**src/rtl/fxp_pkg.sv**
```systemverilog
// Shared constants and saturation-limit helper for the fixed-point arithmetic blocks.
package fxp_pkg;
  localparam int ROUND_TRUNC   = 0;
  localparam int ROUND_HALF_UP = 1;

  // Limits are carried wide enough to compare any pre-saturation value up to 127 bits.
  localparam int LIM_W = 128;

  typedef struct packed {
    logic [LIM_W-1:0] max_v;
    logic [LIM_W-1:0] min_v;
  } sat_lim_t;

  function automatic sat_lim_t sat_limits(input int unsigned width);
    sat_lim_t lim;
    lim.max_v = (LIM_W'(1) << (width - 1)) - LIM_W'(1);
    lim.min_v = ~lim.max_v;
    return lim;
  endfunction
endpackage

```
**src/rtl/fxp_round_sat.sv**
```systemverilog
// Combinational shift / round / saturate of a signed fixed-point value; flags out-of-range.
module fxp_round_sat
  import fxp_pkg::*;
#(
  parameter int IN_W     = 64,
  parameter int DROP     = 16,
  parameter int OUT_W    = 32,
  parameter int ROUND    = ROUND_HALF_UP,
  parameter int SATURATE = 1
) (
  input  logic signed [IN_W-1:0]  x,
  output logic signed [OUT_W-1:0] y,
  output logic                    ovf
);
  localparam int       SH_W = IN_W + 1 - DROP;
  localparam sat_lim_t LIM  = sat_limits(OUT_W);
  localparam logic [IN_W:0] HALF =
    (ROUND == ROUND_HALF_UP) ? ((IN_W + 1)'(1) << (DROP - 1)) : '0;

  logic [IN_W:0]    x_rnd;
  logic [SH_W-1:0]  sh;
  logic [LIM_W-1:0] sx;
  logic             hi;
  logic             lo;

  always_comb begin
    // One guard bit above the sign keeps the rounding add from overflowing.
    x_rnd = {x[IN_W-1], x} + HALF;
    sh    = SH_W'(x_rnd >> DROP);
    sx    = {{(LIM_W - SH_W){sh[SH_W-1]}}, sh};
    hi    = $signed(sx) > $signed(LIM.max_v);
    lo    = $signed(sx) < $signed(LIM.min_v);
    ovf   = hi | lo;
    y     = sx[OUT_W-1:0];
    if (SATURATE != 0) begin
      if (hi) y = LIM.max_v[OUT_W-1:0];
      else if (lo) y = LIM.min_v[OUT_W-1:0];
    end
  end
endmodule

```
**src/rtl/fxp_mult_pipe.sv**
```systemverilog
// Pipelined signed fixed-point multiplier with valid/ready flow control,
// rounding, saturation and a sticky overflow flag.
module fxp_mult_pipe
  import fxp_pkg::*;
#(
  parameter int DATA_WIDTH  = 32,
  parameter int INT_WIDTH   = 16,
  parameter int OUT_WIDTH   = 32,
  parameter int OUT_FRAC    = 16,
  parameter int BIT_SHIFT   = 0,
  parameter int ROUND       = ROUND_HALF_UP,
  parameter int SATURATE    = 1,
  parameter int PIPE_STAGES = 3
) (
  input  logic                         clk,
  input  logic                         rst,
  input  logic                         in_valid,
  output logic                         in_ready,
  input  logic signed [DATA_WIDTH-1:0] a,
  input  logic signed [DATA_WIDTH-1:0] b,
  output logic                         out_valid,
  input  logic                         out_ready,
  output logic        [OUT_WIDTH-1:0]  p,
  output logic                         ovf,
  input  logic                         ovf_clr
);
  localparam int FRAC = DATA_WIDTH - INT_WIDTH;
  localparam int PW   = 2 * DATA_WIDTH;
  localparam int DROP = 2 * FRAC - OUT_FRAC + BIT_SHIFT;
  localparam int MID  = PIPE_STAGES - 2;

  if (DROP < 1) begin : g_chk_drop
    $error("fxp_mult_pipe: at least one product LSB must be dropped");
  end
  if (PIPE_STAGES < 2 || PIPE_STAGES > 6) begin : g_chk_stages
    $error("fxp_mult_pipe: PIPE_STAGES must be in 2..6");
  end
  if (DATA_WIDTH > 63) begin : g_chk_width
    $error("fxp_mult_pipe: DATA_WIDTH above 63 exceeds the saturation compare width");
  end

  logic                         adv;
  logic                         v1;
  logic signed [DATA_WIDTH-1:0] a_q;
  logic signed [DATA_WIDTH-1:0] b_q;
  logic signed [PW-1:0]         prod_s1;
  logic signed [PW-1:0]         last_prod;
  logic                         last_vld;
  logic signed [OUT_WIDTH-1:0]  rs_val;
  logic                         rs_ovf;

  // Global advance: a stalled output freezes every stage, so nothing is lost or repeated.
  assign adv      = !out_valid | out_ready;
  assign in_ready = adv;

  always_ff @(posedge clk or posedge rst) begin
    if (rst) v1 <= 1'b0;
    else if (adv) v1 <= in_valid;
  end

  always_ff @(posedge clk) begin
    if (adv) begin
      a_q <= a;
      b_q <= b;
    end
  end

  assign prod_s1 = PW'(a_q) * PW'(b_q);

  if (MID == 0) begin : g_nomid
    assign last_prod = prod_s1;
    assign last_vld  = v1;
  end else begin : g_mid
    logic signed [PW-1:0] pr_q [MID];
    logic                 vm_q [MID];

    always_ff @(posedge clk or posedge rst) begin
      if (rst) begin
        for (int i = 0; i < MID; i++) vm_q[i] <= 1'b0;
      end else if (adv) begin
        vm_q[0] <= v1;
        for (int i = 1; i < MID; i++) vm_q[i] <= vm_q[i-1];
      end
    end

    always_ff @(posedge clk) begin
      if (adv) begin
        pr_q[0] <= prod_s1;
        for (int i = 1; i < MID; i++) pr_q[i] <= pr_q[i-1];
      end
    end

    assign last_prod = pr_q[MID-1];
    assign last_vld  = vm_q[MID-1];
  end

  fxp_round_sat #(
    .IN_W    (PW),
    .DROP    (DROP),
    .OUT_W   (OUT_WIDTH),
    .ROUND   (ROUND),
    .SATURATE(SATURATE)
  ) u_round_sat (
    .x  (last_prod),
    .y  (rs_val),
    .ovf(rs_ovf)
  );

  always_ff @(posedge clk or posedge rst) begin
    if (rst) begin
      out_valid <= 1'b0;
      p         <= '0;
      ovf       <= 1'b0;
    end else begin
      if (adv) begin
        out_valid <= last_vld;
        if (last_vld) p <= rs_val;
      end
      // A fresh overflow wins over a same-cycle clear.
      ovf <= (ovf & !ovf_clr) | (adv & last_vld & rs_ovf);
    end
  end
endmodule

```
**config.mk**
```make
export PLATFORM = sky130hd
export DESIGN_NAME = fxp_mult_pipe
export DESIGN_NICKNAME = d
export VERILOG_FILES = /design/src/rtl/fxp_pkg.sv /design/src/rtl/fxp_round_sat.sv /design/src/rtl/fxp_mult_pipe.sv
export SDC_FILE = /design/constraint.sdc
export NUM_CORES = 2
export LEC_CHECK = 0
export ABC_AREA = 1
export ABC_CLOCK_PERIOD_IN_PS = 11400
export CAP_MARGIN = 20
export CORE_MARGIN = 5
export CORE_UTILIZATION = 45
export CTS_BUF_LIST = sky130_fd_sc_hd__clkbuf_8
export CTS_CLUSTER_DIAMETER = 30
export DETAILED_ROUTE_END_ITERATION = 8
export GPL_TIMING_DRIVEN = 0
export PLACE_DENSITY = 0.69
export SETUP_SLACK_MARGIN = 0.15
export SLEW_MARGIN = 20
export SYNTH_ARGS = -nofsm -noshare
export SYNTH_HDL_FRONTEND = slang
export SYNTH_HIERARCHICAL = 1
export SYNTH_SLANG_ARGS = --single-unit
```
**constraint.sdc**
```tcl
create_clock -name clk -period 11.4 [get_ports clk]
set_input_delay 2.28 -clock clk [delete_from_list [all_inputs] [get_ports clk]]
set_output_delay 2.28 -clock clk [all_outputs]
set_load 0.02 [all_outputs]
```
# ---- Yosys cells after proc, flatten, opt, wreduce, memory -nomap -nowiden
# Memories as Yosys holds them, arrays and structs flattened.
# Index checks and enable logic that the tools add are counted.
dict set report totals {
  ff_bits 100
  ramBits 64
  input_bits 69
  output_inout_bits 35
  wordCells 25
  memories 1
}
dict set report classes {
  addsub 1
  mul 1
  magnitude_cmp 2
  mux 4
  n_bitwise 6
  n_reduce_logical 3
}
# name words width read_ports rd_clocked_by_memory_dff wr line_no
set mem_list {}
lappend mem_list {g_mid.pr_q 1 64 1 0 1 fxp_mult_pipe.sv:74} ;# logic signed [PW-1:0] pr_q [MID];
# op count
set ops {}
lappend ops {{$add A64 B17 Y65 const B} 1}
lappend ops {{$mul A32 B32 Y64} 1}
lappend ops {{$mux W32} 2}
lappend ops {{$gt A49 B32 Y1 const B} 1}
lappend ops {{$lt A49 B32 Y1 const B} 1}
lappend ops {{$and A1 B1 Y1} 3}
lappend ops {{$or A1 B1 Y1} 3}
lappend ops {{$logic_not A1 Y1} 2}
lappend ops {{$mux W1} 2}
lappend ops {{$reduce_and A2 Y1} 1}

# ---- Depth between registers and ports, before layout
dict set report depth {
  depth_word 5
  ltp_mapped 31
}

# ---- Cells and area by module
# Netlist, hierarchy kept.
# module n_inst cells_each area_each_um2
set modules_own_cells {}
lappend modules_own_cells {fxp_mult_pipe 1 5230 44038.5}
lappend modules_own_cells {fxp_round_sat 1 578 2513.7}

# ---- Least setup slack after synthesis
# OpenSTA, ideal clock, no wires.
dict set report synth_timing {
  path_type {input -> output}
  startpoint {in out_ready}
  endpoint {out in_ready}
  t_arrival_ns 5.222
  required_time_ns 9.120
  path_slack_ns 3.898
  cell_stages 2
  cell_sequence {inv_1 > nand2_1}
}
dict set report synth_via {
  elab_chain_cells 1
}
# item line_no
set synth_rtl {}
lappend synth_rtl {{from (decl)} fxp_mult_pipe.sv:22} ;# input logic out_ready,
lappend synth_rtl {{$or A1 B1 Y1} fxp_mult_pipe.sv:53} ;# assign adv = !out_valid | out_ready;
lappend synth_rtl {{to (decl)} fxp_mult_pipe.sv:18} ;# output logic in_ready,
# No other way between the ends.

# ---- Final worst setup path
dict set report layout_timing {
  startpoint {reg b_q[7]}
  endpoint {mem g_mid.pr_q[0][59] (netlist name), data pin}
}
dict set report layout_via {
  elab_chain_cells 1
}
# item line_no
set layout_rtl {}
lappend layout_rtl {{from (decl)} fxp_mult_pipe.sv:45} ;# logic signed [DATA_WIDTH-1:0] b_q;
lappend layout_rtl {{from (signal assigned)} fxp_mult_pipe.sv:64} ;# b_q <= b;
lappend layout_rtl {{$mul A32 B32 Y64} fxp_mult_pipe.sv:68} ;# assign prod_s1 = PW'(a_q) * PW'(b_q);
lappend layout_rtl {{via prod_s1[59]} fxp_mult_pipe.sv:46} ;# logic signed [PW-1:0] prod_s1;
lappend layout_rtl {{to (decl)} fxp_mult_pipe.sv:74}
# The timed path passes the listed nets, and every way through them passes these cells.

==> report_table.html <==
<table>
<tr><th>Metric</th><th>Value</th></tr>
<tr><th colspan="2">STA</th></tr>
<tr><td>Max-slew violation total from the final report</td><td>0</td></tr>
<tr><td>Worst rel slew slack</td><td>14.9%</td></tr>
<tr><td>Fin crit period</td><td>9.17 ns</td></tr>
<tr><td>Unrepaired setup endpoints after global routing</td><td>false</td></tr>
<tr><td>Finish-stage setup viols</td><td>0</td></tr>
<tr><td>Setup Total Neg Slack</td><td>0 ns</td></tr>
<tr><td>Maximum clock frequency</td><td>0.109 GHz</td></tr>
<tr><td>Number of endpoints with negative hold slack in the final report</td><td>0</td></tr>
<tr><td>Actual transition at the worst max-transition pin</td><td>1.28 ns</td></tr>
<tr><td>Ratio of final minimum period to clock period</td><td>80.4%</td></tr>
<tr><td>Clock Skews</td><td>0.0456 ns</td></tr>
<tr><th colspan="2">Drt</th></tr>
<tr><td>First DRT Iteration DRCs</td><td>4343</td></tr>
<tr><td>Post-DR wirelength/cell</td><td>22.9 um</td></tr>
<tr><td>Average via count per standard cell</td><td>5.19</td></tr>
<tr><td>Vias after detailed routing</td><td>37900</td></tr>
<tr><td>Detailed-router iteration count before antenna repair</td><td>6</td></tr>
<tr><td>Wire length on met1</td><td>63.5 mm</td></tr>
<tr><td>Total met3 wirelength after detailed routing</td><td>19.7 mm</td></tr>
<tr><td>Aggregate routed wire length</td><td>167 mm</td></tr>
<tr><td>Number of nets with antenna violations after routing</td><td>0</td></tr>
<tr><td>Highest metal layer with signal wires</td><td>met5</td></tr>
<tr><td>Total DRC errors in the routed layout</td><td>0</td></tr>
<tr><td>Met2 layer wire length in the routed design</td><td>71.4 mm</td></tr>
<tr><th colspan="2">Worst setup path</th></tr>
<tr><td>Slowest CP cell</td><td>sky130_fd_sc_hd__fa_1</td></tr>
<tr><td>Worst reg2reg setup slack</td><td>2.23 ns</td></tr>
<tr><td>Reg-to-reg critical path startpoint</td><td>b_q[7]$_DFFE_PN_</td></tr>
<tr><td>Critical path launch point</td><td>b_q[7]$_DFFE_PN_</td></tr>
<tr><td>Arr. time, crit path</td><td>9.53 ns</td></tr>
<tr><td>Type of origin of the critical path</td><td>flip-flop</td></tr>
<tr><td>Worst reg2reg endpoint</td><td>g_mid.pr_q[0][59]$_DFFE_PN_</td></tr>
<tr><td>Setup crit end</td><td>g_mid.pr_q[0][59]$_DFFE_PN_</td></tr>
<tr><td>Max Fanout on Critical Path</td><td>10</td></tr>
<tr><td>Element type at the critical path end</td><td>flip-flop</td></tr>
<tr><td>Delay of the slowest cell on the worst path</td><td>0.96 ns</td></tr>
<tr><td>Cell seen most often among critical-path stages</td><td>sky130_fd_sc_hd__fa_1</td></tr>
<tr><td>Number of cells traversed by the worst register-to-register path</td><td>25</td></tr>
<tr><td>Critical path class</td><td>flip-flop to flip-flop</td></tr>
<tr><td>Required time of the critical path</td><td>11.76 ns</td></tr>
<tr><th colspan="2">Finish</th></tr>
<tr><td>Area added between synthesis and finish</td><td>7.15%</td></tr>
<tr><td>Final cell count without fillers</td><td>7297</td></tr>
<tr><td>Final nets</td><td>7244</td></tr>
<tr><td>Share of cells above drive strength 1</td><td>3.83%</td></tr>
<tr><th colspan="2">Clock tree</th></tr>
<tr><td>Setup bufs post-CTS</td><td>0</td></tr>
<tr><td>CTS sink cnt</td><td>149</td></tr>
<tr><td>Maximum clock insertion buffer count</td><td>2</td></tr>
<tr><td>Insertion delay to the later sink of the worst-skew pair</td><td>0.65 ns</td></tr>
<tr><td>Cell at the root of the clock tree</td><td>sky130_fd_sc_hd__clkbuf_8</td></tr>
<tr><td>CTS tree</td><td>yes</td></tr>
<tr><td># H-tree levels</td><td>4</td></tr>
<tr><td>Count of hold-fix buffers inserted at cts</td><td>0</td></tr>
<tr><td>Worst-path clk slew</td><td>0.15 ns</td></tr>
<tr><td>Num CTS Buffers</td><td>17</td></tr>
<tr><td>Cts repair resizes</td><td>0</td></tr>
<tr><th colspan="2">Synthesis</th></tr>
<tr><td>Gate Count Post-Synth</td><td>5782</td></tr>
<tr><td>Post-Synthesis Net Count</td><td>7118</td></tr>
<tr><td>Cell area after technology mapping</td><td>0.0460 mm^2</td></tr>
<tr><td>Average footprint of a synthesized cell</td><td>7.96 um^2</td></tr>
<tr><td>Count of synthesis-stage warnings from yosys</td><td>6</td></tr>
<tr><th colspan="2">Global route</th></tr>
<tr><td>Remaining global-route overflow</td><td>0</td></tr>
<tr><td>Vias in the first global route</td><td>38700</td></tr>
<tr><td>Maximum number of pins on one net before global-route repair</td><td>52</td></tr>
<tr><td>Total global-route track usage</td><td>31.5%</td></tr>
<tr><td>Initial antenna violation count</td><td>6</td></tr>
<tr><td>First-pass GRT wire length</td><td>247 mm</td></tr>
<tr><th colspan="2">Floorplanning</th></tr>
<tr><td>Ports</td><td>104</td></tr>
<tr><td>Horiz. Die Dim</td><td>330 um</td></tr>
<tr><td>Number of core rows</td><td>117</td></tr>
<tr><td>Die area</td><td>0.109 mm^2</td></tr>
<tr><td>Die outline height</td><td>330 um</td></tr>
<tr><td>Effective utilization at floorplan</td><td>45.2%</td></tr>
<tr><td>Area of the core</td><td>0.102 mm^2</td></tr>
<tr><th colspan="2">Placement</th></tr>
<tr><td>Detailed placement HPWL</td><td>138 mm</td></tr>
<tr><td>Number of port buffers</td><td>103</td></tr>
<tr><td>Last weighted congestion value of the routability-driven placer</td><td>1.05</td></tr>
<tr><td>Cell count after placement</td><td>7255</td></tr>
<tr><th colspan="2">Flow run</th></tr>
<tr><td>Number of violations of the max-capacitance limit</td><td>0</td></tr>
<tr><th colspan="2">Status</th></tr>
<tr><td>Status</td><td>complete, no violations</td></tr>
<tr><th colspan="2">Hold path</th></tr>
<tr><td>Tightest Hold Check Type</td><td>flip-flop to flip-flop</td></tr>
</table>
==> final cells by class <==
| class | instances | area [um^2] |
|---|---|---|
| Antenna cell | 8 | 20.0 |
| Buffer | 201 | 800 |
| Clock buffer | 17 | 234 |
| Clock inverter | 15 | 185 |
| Fill cell | 10100 | 52400 |
| Inverter | 1780 | 6680 |
| Multi-Input combinational cell | 3652 | 34300 |
| Sequential cell | 149 | 4290 |
| Tap cell | 1368 | 1710 |
| Timing Repair Buffer | 107 | 1120 |
==> routing by layer <==
metal | up-vias | track usage (%)
li1 | 16400 | -
met1 | 18800 | 41.7
met2 | 2176 | 47.7
met3 | 513 | 7.86
met4 | 2 | 17.4
met5 | - | 0
==> stage by stage <==
step / setup WS [ns] / hold slack (ns) / utilization (%) / area (um^2)
floorplan: 4.21 / 0.449 / - / 46000
global route: 1.91 / 0.521 / 48.5 / 49300
detailed placement: 2.38 / 0.492 / 48.0 / 48800
CTS: 2.35 / 0.508 / 48.4 / 49200
finish: 2.23 / 0.504 / 48.5 / 49300
global placement: 1.24 / 0.465 / 47.9 / 48800
==> worst min path at each step <==
stage               slack [ns]  depth (start not counted)                endpoint         startpoint
floorplan                 0.45                          2  g_mid.vm_q$_DFFE_PP0N_     v1$_DFFE_PP0N_
global placement          0.46                          2  g_mid.vm_q$_DFFE_PP0N_     v1$_DFFE_PP0N_
detailed placement        0.49                          1       p[30]$_DFFE_PP0P_  p[30]$_DFFE_PP0P_
CTS                       0.51                          2  g_mid.vm_q$_DFFE_PP0N_     v1$_DFFE_PP0N_
global route              0.52                          1       p[28]$_DFFE_PP0P_  p[28]$_DFFE_PP0P_
finish                    0.50                          2  g_mid.vm_q$_DFFE_PP0N_     v1$_DFFE_PP0N_
==> layout by cell type, fill, tap and decap left out, drive strengths merged, types with 2 or more instances in the layout <==
cell,instances
ha,185
nand4,39
or2,8
dfrtp,36
nor4,3
a21oi,64
nor3,12
xnor2,4
inv,1787
clkbuf,209
nand2,1745
edfxtp,113
nor2,273
clkdlybuf4s50,103
buf,13
mux2,33
nand3b,8
a21boi,2
o21ai,34
a21o,4
nand3,115
bufinv,2
o21bai,12
fa,1082
xor2,27
clkinv,5
diode,8
==> flip-flops by register name, indices dropped and copies added, names as in the netlist <==
signal,cells
a_q,32
b_q,32
g_mid.pr_q,49
g_mid.vm_q,1
out_valid,1
ovf,1
p,32
v1,1
==> worst max-delay path, delay by kind of cell (launching register included) <==
kind          cells  cell delay [ns]
fa+ha+maj         9             4.86
buf+inv           8             2.20
flops             1             0.47
simple gates      8             1.34
Power is left out: the tool's default activity adds up to more than one toggle a clock period on the data nets, which glitch-free logic cannot reach.
